<file path="config.mk">
export PLATFORM = sky130hd
export DESIGN_NAME = prog_loader
export DESIGN_NICKNAME = d
export VERILOG_FILES = /design/src/rtl/prog_loader.sv
export SDC_FILE = /design/constraint.sdc
export NUM_CORES = 1
export LEC_CHECK = 0
export CELL_PAD_IN_SITES_DETAIL_PLACEMENT = 1
export CELL_PAD_IN_SITES_GLOBAL_PLACEMENT = 2
export CORE_AREA = 2 2 106 108
export CTS_CLUSTER_DIAMETER = 120
export CTS_CLUSTER_SIZE = 25
export DETAILED_ROUTE_END_ITERATION = 8
export DIE_AREA = 0 0 108 110
export PLACE_DENSITY = 0.87
export SLEW_MARGIN = 20
export SYNTH_ARGS = -nofsm -noshare
export SYNTH_HDL_FRONTEND = slang
export SYNTH_SLANG_ARGS = --single-unit
</file>
<file path="constraint.sdc">
create_clock -name clk -period 3.4 [get_ports clk]
set_clock_uncertainty 0.1 [all_clocks]
set_input_delay 0.34 -clock clk [delete_from_list [all_inputs] [get_ports clk]]
set_output_delay 0.34 -clock clk [all_outputs]
set_load 0.05 [all_outputs]
</file>
<file path="src/rtl/prog_loader.sv">
// prog_loader: writes the CPU program RAM from a framed UART byte stream.
//
// Frame: SYNC_BYTE, COUNT (1..16), COUNT instruction bytes, CSUM (sum mod 256 of the
// instruction bytes). Words go to addresses 0..COUNT-1 in order. The CPU is held in reset
// from the header until a frame is accepted; after a rejected frame it stays held.
//
// Ports
//   clk        system clock, rising edge
//   n_reset    asynchronous active-low reset
//   rx_data    received byte, qualified by rx_valid
//   rx_valid   one-cycle strobe per byte, may assert every cycle
//   mem_we     program RAM write enable (one-cycle pulse)
//   mem_addr   program RAM write address
//   mem_wdata  program RAM write data {op, imm}
//   cpu_hold   1 = keep CPU and PC in reset
//   busy       1 while a frame is in progress
//   load_done  one-cycle pulse, frame accepted
//   load_err   one-cycle pulse, frame rejected (bad count, bad checksum or timeout)
module prog_loader #(
  parameter logic [7:0]  SYNC_BYTE      = 8'hA5,
  parameter int unsigned TIMEOUT_CYCLES = 1000000  // 0 disables the inter-byte timeout
) (
  input  logic       clk,
  input  logic       n_reset,
  input  logic [7:0] rx_data,
  input  logic       rx_valid,
  output logic       mem_we,
  output logic [3:0] mem_addr,
  output logic [7:0] mem_wdata,
  output logic       cpu_hold,
  output logic       busy,
  output logic       load_done,
  output logic       load_err
);

  typedef enum logic [1:0] {StIdle, StCount, StData, StCsum} state_e;

  state_e      state_q, state_d;
  logic [4:0]  count_q, count_d;   // words in this frame, 1..16
  logic [4:0]  idx_q, idx_d;       // words written so far
  logic [7:0]  sum_q, sum_d;
  logic [31:0] tmo_q, tmo_d;
  logic        mem_we_q, mem_we_d;
  logic [3:0]  mem_addr_q, mem_addr_d;
  logic [7:0]  mem_wdata_q, mem_wdata_d;
  logic        cpu_hold_q, cpu_hold_d;
  logic        busy_q, busy_d;
  logic        done_q, done_d;
  logic        err_q, err_d;
  logic        tmo_hit;

  // Expires on the cycle that would bring the idle count up to TIMEOUT_CYCLES.
  assign tmo_hit = (TIMEOUT_CYCLES != 0) && ((tmo_q + 32'd1) == 32'(TIMEOUT_CYCLES));

  always_comb begin
    state_d     = state_q;
    count_d     = count_q;
    idx_d       = idx_q;
    sum_d       = sum_q;
    tmo_d       = tmo_q;
    mem_we_d    = 1'b0;
    mem_addr_d  = mem_addr_q;
    mem_wdata_d = mem_wdata_q;
    cpu_hold_d  = cpu_hold_q;
    done_d      = 1'b0;
    err_d       = 1'b0;

    if (state_q == StIdle || rx_valid || tmo_hit) begin
      tmo_d = '0;
    end else begin
      tmo_d = tmo_q + 32'd1;
    end

    case (state_q)
      StIdle: begin
        if (rx_valid && rx_data == SYNC_BYTE) begin
          state_d    = StCount;
          cpu_hold_d = 1'b1;
        end
      end
      StCount: begin
        if (rx_valid) begin
          if (rx_data != 8'd0 && rx_data <= 8'd16) begin
            count_d = rx_data[4:0];
            idx_d   = '0;
            sum_d   = '0;
            state_d = StData;
          end else begin
            err_d   = 1'b1;
            state_d = StIdle;
          end
        end else if (tmo_hit) begin
          err_d   = 1'b1;
          state_d = StIdle;
        end
      end
      StData: begin
        if (rx_valid) begin
          mem_we_d    = 1'b1;
          mem_addr_d  = idx_q[3:0];
          mem_wdata_d = rx_data;
          sum_d       = sum_q + rx_data;
          idx_d       = idx_q + 5'd1;
          if ((idx_q + 5'd1) == count_q) begin
            state_d = StCsum;
          end
        end else if (tmo_hit) begin
          err_d   = 1'b1;
          state_d = StIdle;
        end
      end
      StCsum: begin
        if (rx_valid) begin
          state_d = StIdle;
          if (rx_data == sum_q) begin
            done_d     = 1'b1;
            cpu_hold_d = 1'b0;
          end else begin
            err_d = 1'b1;
          end
        end else if (tmo_hit) begin
          err_d   = 1'b1;
          state_d = StIdle;
        end
      end
      default: state_d = StIdle;
    endcase

    busy_d = (state_d != StIdle);
  end

  always_ff @(posedge clk or negedge n_reset) begin
    if (!n_reset) begin
      state_q     <= StIdle;
      count_q     <= '0;
      idx_q       <= '0;
      sum_q       <= '0;
      tmo_q       <= '0;
      mem_we_q    <= 1'b0;
      mem_addr_q  <= '0;
      mem_wdata_q <= '0;
      cpu_hold_q  <= 1'b0;
      busy_q      <= 1'b0;
      done_q      <= 1'b0;
      err_q       <= 1'b0;
    end else begin
      state_q     <= state_d;
      count_q     <= count_d;
      idx_q       <= idx_d;
      sum_q       <= sum_d;
      tmo_q       <= tmo_d;
      mem_we_q    <= mem_we_d;
      mem_addr_q  <= mem_addr_d;
      mem_wdata_q <= mem_wdata_d;
      cpu_hold_q  <= cpu_hold_d;
      busy_q      <= busy_d;
      done_q      <= done_d;
      err_q       <= err_d;
    end
  end

  assign mem_we    = mem_we_q;
  assign mem_addr  = mem_addr_q;
  assign mem_wdata = mem_wdata_q;
  assign cpu_hold  = cpu_hold_q;
  assign busy      = busy_q;
  assign load_done = done_q;
  assign load_err  = err_q;

endmodule

</file>
==> results of run 1 <==
layout make-up:
type	count	area (µm²)	area share
tap	140	175	0.0381
sequential	69	1730	0.375
inverter	8	30.0	0.00652
multi-input combinational	304	2100	0.457
timing repair buffer	40	363	0.0788
clock buffer	9	124	0.0269
clock inverter	7	80.1	0.0174
how the worst max path moves through the flow:
stage / from / endpoint / slack, ns / depth (start not counted)
4_1_cts: tmo_q[0] / tmo_q[1] / 0.32 / 10
5_1_grt: tmo_q[0] / tmo_q[1] / 0.06 / 10
3_5_place_dp: tmo_q[0] / tmo_q[1] / 0.39 / 10
3_3_place_gp: tmo_q[0] / tmo_q[2] / 0.52 / 10
6_report: tmo_q[0] / tmo_q[1] / 0.33 / 10
2_1_floorplan: tmo_q[0] / tmo_q[19] / 0.84 / 9
critical path, cell delays in order, from the launching register on:
cell,delay [ns]
dfrtp_1,0.47
ha_1,0.30
nand4_1,0.19
nor4_4,0.38
nand3_1,0.18
xnor2_1,0.28
nand3_1,0.18
nor4_4,0.31
buf_4,0.26
buf_4,0.20
nor3b_1,0.06
sequential cells by signal, summed over array words and instances (netlist names):
register   count
sum_q          8
state_q        2
idx_q          5
mem_we         1
load_done      1
tmo_q         32
busy           1
load_err       1
cpu_hold       1
mem_wdata      8
mem_addr       4
count_q        5
power by group through the flow:
stage               Clock (mW)  Combinational, mW  Sequential, mW
floorplan                    0             0.0904           0.920
global placement             0              0.213           0.881
detailed placement           0              0.219           0.882
CTS                      0.727              0.220           0.866
global route             0.757              0.239           0.869
finish                   0.701              0.215           0.865
through the flow:
step / worst slack [ns] / hold slack [ns] / std cells / util / total power [mW]
2_1_floorplan: 0.841 / -0.0556 / 398 / - / 1.01
3_3_place_gp: 0.519 / 0.357 / 561 / 0.411 / 1.09
3_5_place_dp: 0.392 / 0.367 / 561 / 0.411 / 1.10
4_1_cts: 0.316 / 0.0310 / 577 / 0.430 / 1.81
5_1_grt: 0.0572 / 0.0626 / 577 / 0.430 / 1.87
6_report: 0.328 / 0.00944 / 577 / 0.430 / 1.78
metal layers:
metal  part of all wire  routed length, µm  vias up  GRT usage
met2               0.51               4860       37      0.319
met3              0.022                208       13     0.0406
met5                  0                  0        -          0
met1               0.45               4310     1514      0.215
met4              0.016                148        0     0.0440
li1                   -                  -     1469          -
cell families after synthesis:
logic type	count (synthesis)
AND/OR/NAND/NOR	194
flip-flops	69
XOR/XNOR	51
AO/OA/AOI/OAI	43
buffers and inverters	25
adder cells (fa/ha/maj)	10
multiplexers	6
cells in the final DEF (no fill, tap or decap), types with 3 or more instances in the layout:
| master | netlist | layout |
|---|---|---|
| dfrtp_1 | 69 | 69 |
| nand2_1 | 68 | 68 |
| xnor2_1 | 30 | 30 |
| clkdlybuf4s50_1 | 0 | 26 |
| nor2_1 | 21 | 21 |
| xor2_1 | 21 | 21 |
| nand3_1 | 19 | 19 |
| nor3_2 | 18 | 18 |
| buf_4 | 1 | 13 |
| nand4_1 | 11 | 11 |
| o21ai_0 | 11 | 11 |
| nor3_1 | 10 | 10 |
| ha_1 | 9 | 9 |
| clkbuf_8 | 4 | 9 |
| inv_1 | 8 | 8 |
| and3_1 | 6 | 6 |
| nor4_1 | 6 | 6 |
| mux2_2 | 6 | 6 |
| a21oi_1 | 5 | 5 |
| o22ai_1 | 5 | 5 |
| nor4_4 | 3 | 3 |
| and2_1 | 3 | 3 |
| nor3b_1 | 3 | 3 |
| a21o_1 | 3 | 3 |
| inv_6 | 0 | 3 |
==> impl_metrics.yaml, run 1 <==
yosys:
  synth-async-reset-ratio: 1.00
  synth-adder-area-share: 0.0334
  synth_cell_types: 60
  synth.top_cell.area_share: 0.435
  syn_nets: 419
  synth_compound_area_frac: 0.0740
  syn_area_um2: 3970
  synth-xor-area-share: 0.112
  ys.flop_type: "dfrtp_1"
  ys_warn_count: 0
  synth_area_per_cell_um2: 9.98
  netlist_top_cells_area: "dfrtp_1 (43%), xnor2_1 (6.6%), nand2_1 (6.4%)"
  yosys_register_bits: 69
  synth.area.mux_share: 0.0170
  synth_most_common_cell: "dfrtp_1"
  synth-simple-area-share: 0.290
  synth_edf_count: 0
  yosysTopAreaCell: "dfrtp_1"
  yosysSeqAreaShare: 0.435
  ys_top_cells_by_count: "dfrtp_1 (69), nand2_1 (68), xnor2_1 (30)"
  syn_inst: 398
  synth_top_family_by_area: "simple AND/OR/NAND/NOR gates"
power_and_ir_drop:
  ir_drop_mv: 0.212
  leakagePower_nw: 1.99
  swShare: 0.283
  clkPwrFrac: 0.394
  sequentialPowerShare: 0.486
  p_comb_frac: 0.121
  power.density_nw_per_um2: 387
  internal_power_mw: 1.28
  power_switching_mw: 0.503
sta:
  drv_slew: 0
  setup_violations: 0
  max_freq_mhz: 326
  worstMarginPinSlew_ns: 1.06
  hold_viol_final: 0
  post-route-min-period_ns: 3.07
  fin_setup_tns_ns: 0
  fin_crit_sh: 0.903
  rsz0062_at_grt: "no"
  relSlewSlack: 0.294
clocking:
  holdBufCountCts: 0
  path_clk_slew_ns: 0.09
  cts_resized: 0
  clock_latency_ns: 0.35
  cts_buffers: 9
  htreeDepth: 3
  clockBufferDepth: 2
  post_cts.repair.setup_buffers: 0
  cts_tree: "done"
  clock_sinks: 69
  cts_root_buf: "clkbuf_8"
floorplanning:
  io_pins: 28
  dieArea_um2: 11900
  start_util: 0.371
  core_area_um2: 10700
  die_x_um: 108
  rows: 38
  fp.dieH_um: 110
worst_setup_path:
  worstPathRequired_ns: 3.48
  startpoint_type: "flip-flop"
  rr_startpoint: "tmo_q[0]"
  timing.rr.end: "tmo_q[1]"
  reg2reg_slack_ns: 0.33
  reg2reg_depth: 10
  critPathKind: "reg -> reg"
  crit_fanout: 12
  cp.arrival_ns: 3.15
  worstSetupEndpointType: "flip-flop"
detailed_routing:
  vias_per_cell: 5.26
  ant_nets: 0
  route.detailed.drc: 0
  wl_um: 9530
  wl_per_cell_um: 16.5
  drt_iter0_markers: 75
  vias: 3033
  drt_pass1_iterations: 4
cells_and_area:
  n_fill_cell: 1228
  num-nets-final: 453
  fin_area_um2: 4600
  drive_gt1_frac: 0.165
  num_antenna_cells: 0
  area.growth.synth_to_final_pct: 15.8
placed_design:
  portBuffers: 27
  place_area_um2: 4400
  globalplace.congestion: 0.848
  dp_hpwl_um: 6990
global_routing:
  overflow: 0
  track_usage: 0.177
  antenna_found_initial: 0
  grt_max_degree: 40
  grt_pass1_vias: 3271
  grt_pass1_wl_um: 16400
worst_hold_path:
  hp-class: "in -> async"
run_status:
  status: "finished, final reports clean"
run:
  max_cap_violations: 0
Note: power is estimated with default switching activity, not from simulation.
==> run 2: changes to the inputs <==
--- a/config.mk
+++ b/config.mk
@@ -7,13 +7,12 @@
 export LEC_CHECK = 0
 export CELL_PAD_IN_SITES_DETAIL_PLACEMENT = 1
 export CELL_PAD_IN_SITES_GLOBAL_PLACEMENT = 2
-export CORE_AREA = 2 2 106 108
+export CORE_AREA = 3 3 107 109
 export CTS_CLUSTER_DIAMETER = 120
 export CTS_CLUSTER_SIZE = 25
 export DETAILED_ROUTE_END_ITERATION = 8
-export DIE_AREA = 0 0 108 110
+export DIE_AREA = 0 0 110 112
 export PLACE_DENSITY = 0.87
-export SLEW_MARGIN = 20
 export SYNTH_ARGS = -nofsm -noshare
 export SYNTH_HDL_FRONTEND = slang
 export SYNTH_SLANG_ARGS = --single-unit
==> run 2 against run 1 <==
  * Register-to-register slack better by 0.21 ns
  * Via count increased by 1.7%
  * Global-route usage down 0.34 points
  * Design area is 0.79% lower
  * Critical path depth decreased by 1
  * Combinational power barely moved
  * Maximum frequency is 7.2% higher
  * Largest cell class unchanged
==> impl_metrics.yaml, run 2 (synthesized netlist as in run 1, its figures left out) <==
detailed_routing:
  route.detailed.drc: 0
  drt_pass1_iterations: 4
  drt_iter0_markers: 136
  wl_per_cell_um: 17.1
  wl_um: 9780
  ant_nets: 0
  vias_per_cell: 5.38
  vias: 3084
cells_and_area:
  final_cell_mix: "dfrtp_1 (69), nand2_1 (68), xnor2_1 (30), clkdlybuf4s50_1 (26)"
  num_antenna_cells: 0
  area.growth.synth_to_final_pct: 14.9
  mostFrequentLayoutCell: "dfrtp_1"
  drive_gt1_frac: 0.155
  finish.utilization: 0.427
  stdcell_count: 573
  num-nets-final: 449
  largest_reg_flops: 32
  n_fill_cell: 1225
  top_register: "tmo_q"
power_and_ir_drop:
  sequentialPowerShare: 0.500
  power_switching_mw: 0.525
  power.density_nw_per_um2: 379
  internal_power_mw: 1.21
  leakagePower_nw: 1.96
  clkPwrFrac: 0.374
  ir_drop_mv: 0.174
  total_power_mw: 1.73
  swShare: 0.303
  p_comb_frac: 0.125
placed_design:
  dp.cells: 556
  portBuffers: 27
  globalplace.congestion: 0.807
  pre_cts_slack_ns: 0.526
  dp_hpwl_um: 6850
worst_setup_path:
  reg2reg_slack_ns: 0.53
  critPathMaxStageDelay_ns: 0.50
  crit_family: "simple AND/OR/NAND/NOR gates"
  rr_startpoint: "tmo_q[0]"
  reg2reg_depth: 9
  crit_fanout: 27
  critPathKind: "reg -> reg"
  critPathBufInv: 1
  cp_slowest_cell: "dfrtp_1"
  startpoint_type: "flip-flop"
  worstPathRequired_ns: 3.51
  timing.rr.end: "busy"
  cp.arrival_ns: 2.97
  worstSetupEndpointType: "flip-flop"
  crit_chain: "ha_1 -> nand4_1 -> nor4_4 -> nand3_1 -> xnor2_1 -> nand3_1 -> nor4_4 -> buf_12 -> o211ai_1"
sta:
  fin_setup_tns_ns: 0
  setup_violations: 0
  layout_setup_ws_ns: 0.534
  max_freq_mhz: 349
  relSlewSlack: 0.279
  hold_viol_final: 0
  drv_slew: 0
  fin_crit_sh: 0.843
  worstMarginPinSlew_ns: 1.08
  post-route-min-period_ns: 2.87
  rsz0062_at_grt: "no"
clocking:
  cts_root_buf: "clkbuf_8"
  path_clk_slew_ns: 0.09
  clock_sinks: 69
  cts_tree: "done"
  htreeDepth: 3
  post_cts.repair.setup_buffers: 0
  cts_buffers: 9
  clockBufferDepth: 2
  cts_resized: 0
  clock_latency_ns: 0.36
global_routing:
  overflow: 0
  grt_pass1_vias: 3362
  grt_max_degree: 37
  grt_pass1_wl_um: 17000
  antenna_found_initial: 0
  track_usage: 0.174
floorplanning:
  start_util: 0.371
  die_x_um: 110
  core_area_um2: 10700
  fp.dieH_um: 112
  io_pins: 28
  rows: 38
  dieArea_um2: 12300
run_status:
  status: "finished, final reports clean"
worst_hold_path:
  hp-class: "in -> async"
run:
  max_cap_violations: 0
-- run 2: area by class of cell --
class	count	area, µm²	share of cell area
clock inverter	7	58.8	0.0129
clock buffer	9	124	0.0271
sequential	69	1730	0.378
multi-input combinational	304	2100	0.461
inverter	8	30.0	0.00658
tap	140	175	0.0384
timing repair buffer	36	348	0.0762
-- run 2: power by group through the flow --
| stage | clock network, mW | logic (mW) | registers [mW] |
|---|---|---|---|
| 6_report | 0.648 | 0.217 | 0.866 |
| 5_1_grt | 0.711 | 0.240 | 0.870 |
| 4_1_cts | 0.675 | 0.220 | 0.866 |
| 3_5_place_dp | 0 | 0.218 | 0.882 |
| 3_3_place_gp | 0 | 0.213 | 0.881 |
| 2_1_floorplan | 0 | 0.0904 | 0.920 |
-- run 2: worst max path at each step --
stage / start / endpoint / slack, ns / depth (start not counted)
after global placement: rx_data[1] / sum_q[7] / 0.60 / 9
after floorplan: tmo_q[0] / tmo_q[19] / 0.84 / 9
after global routing: tmo_q[0] / busy / 0.27 / 9
after detailed placement: rx_data[1] / sum_q[7] / 0.53 / 9
final: tmo_q[0] / busy / 0.53 / 9
after CTS: tmo_q[0] / busy / 0.50 / 9
-- run 2: metal layers --
layer / up-vias / routed length, µm / GRT usage
met5: - / 0 / 0
met4: 0 / 144 / 0.0490
met3: 11 / 269 / 0.0388
met2: 44 / 4950 / 0.299
met1: 1568 / 4420 / 0.215
li1: 1461 / - / -
-- run 2: repair_timing --
action | 4_1_cts | 5_1_grt
hold buffers | 1 | 0
endpoints found under the setup margin | 0 | 0
endpoints found under the hold margin | 15 | 0
-- run 2: per-stage QoR --
stage	cell area, µm²	hold WS, ns
3_3_place_gp	4370	0.206
6_report	4570	0.342
3_5_place_dp	4370	0.209
2_1_floorplan	3970	-0.0556
4_1_cts	4570	0.343
5_1_grt	4570	0.384
==> run 3: changes to the inputs <==
==> constraint.sdc (replaced) <==
create_clock -name clk -period 2.7 [get_ports clk]
set_clock_uncertainty 0.1 [all_clocks]
set_input_delay 0.27 -clock clk [delete_from_list [all_inputs] [get_ports clk]]
set_output_delay 0.27 -clock clk [all_outputs]
set_load 0.05 [all_outputs]
==> run 3 against run 2 <==
  * Register-to-register slack worse by 0.43 ns
  * Sequential share of layout area down 2.2 points
  * Global-route usage up 0.69 points
  * Hold slack better by 0.038 ns
  * Core utilization up 3.0 points
  * Flip-flop and latch count unchanged
  * Non-clock buffer count up 23
  * Critical path depth unchanged
  * Worst setup slack worse by 0.43 ns
  * Wire length up 5.1%
  * Die area unchanged
  * Sequential power up 26%
  * Largest cell class unchanged
==> impl_metrics.yaml, run 3 (synthesized netlist as in run 1, its figures left out) <==
worst_setup_path:
  cp_slowest_cell: "dfrtp_1"
  reg2reg_depth: 9
  reg2reg_slack_ns: 0.11
  crit_fanout: 16
  crit_chain: "buf_4 -> and3_1 -> a211oi_1 -> a31oi_1 -> nor4_2 -> o211ai_1 -> nor4_4 -> buf_6 -> nor3_1"
  rr_startpoint: "tmo_q[0]"
  timing.rr.end: "tmo_q[3]"
  worstPathRequired_ns: 2.81
  worstSetupEndpointType: "flip-flop"
  startpoint_type: "flip-flop"
  critPathKind: "reg -> reg"
  critPathMaxStageDelay_ns: 0.39
  cp.arrival_ns: 2.71
cells_and_area:
  mostFrequentLayoutCell: "nand2_1"
  num_antenna_cells: 0
  top_register: "tmo_q"
  largest_reg_flops: 32
  drive_gt1_frac: 0.226
  area.growth.synth_to_final_pct: 22.9
  n_fill_cell: 1221
  num-nets-final: 472
  stdcell_count: 596
  register_area_um2: 1740
  multi_input_area_um2: 2130
  final_cell_mix: "nand2_1 (68), dfrtp_1 (61), xnor2_1 (30), buf_4 (28), clkdlybuf4s50_1 (26)"
global_routing:
  antenna_found_initial: 0
  grt_pass1_wl_um: 17700
  grt_pass1_vias: 3501
  grt_max_degree: 34
  overflow: 0
  track_usage: 0.181
sta:
  hold_viol_final: 0
  setup_violations: 0
  fin_crit_sh: 0.960
  worstMarginPinSlew_ns: 0.807
  post-route-min-period_ns: 2.59
  fin_setup_tns_ns: 0
  max_freq_mhz: 386
  drv_slew: 0
  whs_ns: 0.380
  relSlewSlack: 0.462
detailed_routing:
  drt_iter0_markers: 163
  ant_nets: 0
  wl_per_cell_um: 17.2
  vias_per_cell: 5.26
  drt_pass1_iterations: 4
  route.detailed.drc: 0
  vias: 3133
  wl_um: 10300
placed_design:
  dp.cells: 575
  portBuffers: 27
  globalplace.congestion: 0.840
  dp_hpwl_um: 7330
run:
  max_cap_violations: 0
clocking:
  clock_latency_ns: 0.35
  clockBufferDepth: 2
  path_clk_slew_ns: 0.08
  cts_root_buf: "clkbuf_8"
  cts_buffers: 9
  htreeDepth: 3
  cts_tree: "done"
  clock_sinks: 69
worst_hold_path:
  hold_path_end: "mem_addr[2]"
  hp-class: "reg -> reg"
  min_from: "mem_addr[2]"
  whs_path_depth: 2
floorplanning:
  rows: 38
  fp.dieH_um: 112
  io_pins: 28
  core_area_um2: 10700
  start_util: 0.371
  dieArea_um2: 12300
  die_x_um: 110
run_status:
  status: "finished, final reports clean"
power_and_ir_drop:
  leakagePower_nw: 2.13
  ir_drop_mv: 0.234
  power.density_nw_per_um2: 523
## run 3: timing repair
item / CTS / global route
setup buffers: 0 / 4
gates resized for setup: 1 / 15
hold buffers: 1 / 0
setup endpoints to repair: 1 / 27
pin swaps: 0 / 1
endpoints found under the hold margin: 31 / 0
## run 3: layout make-up
cell class / instances / share of cell area
tap: 140 / 0.0359
inverter: 8 / 0.00615
timing repair buffer: 59 / 0.108
sequential: 69 / 0.356
clock buffer: 11 / 0.0310
multi-input combinational: 304 / 0.437
clock inverter: 5 / 0.0264
## run 3: worst max-delay path by stage
stage | startpoint | end | cells past startpoint
2_1_floorplan | tmo_q[0] | tmo_q[19] | 9
4_1_cts | tmo_q[0] | busy | 9
6_report | tmo_q[0] | tmo_q[3] | 9
3_5_place_dp | tmo_q[0] | tmo_q[3] | 9
5_1_grt | tmo_q[16] | tmo_q[3] | 9
3_3_place_gp | tmo_q[12] | load_err | 8
## run 3: critical path, delay by kind of cell (launching register included)
family,cells,cell delay (ns)
flip-flops,1,0.39
buffers and inverters,2,0.42
AND/OR/NAND/NOR,4,0.95
AO/OA/AOI/OAI,3,0.60
## run 3: stage by stage
step / setup slack [ns] / area [µm²] / util / total power [mW]
after floorplan: 0.141 / 3970 / - / 1.27
after global placement: 0.115 / 4520 / 0.422 / 1.39
after detailed placement: 0.0535 / 4520 / 0.422 / 1.40
after CTS: 0.00408 / 4810 / 0.450 / 2.59
after global routing: -0.0410 / 4880 / 0.456 / 2.67
final: 0.107 / 4880 / 0.456 / 2.56
## run 3: power by group
| part | internal [mW] | switching (mW) | leakage [nW] |
|---|---|---|---|
| clock network | 0.762 | 0.420 | 0.140 |
| registers | 1.07 | 0.0247 | 0.948 |
| logic | 0.115 | 0.170 | 1.04 |
| total | 1.94 | 0.615 | 2.13 |
## run 3: layer usage
metal	global-route usage	vias up	share of wire
li1	-	1505	-
met1	0.226	1575	0.44
met2	0.312	41	0.52
met3	0.0423	12	0.025
met4	0.0407	0	0.0088
met5	0	-	0
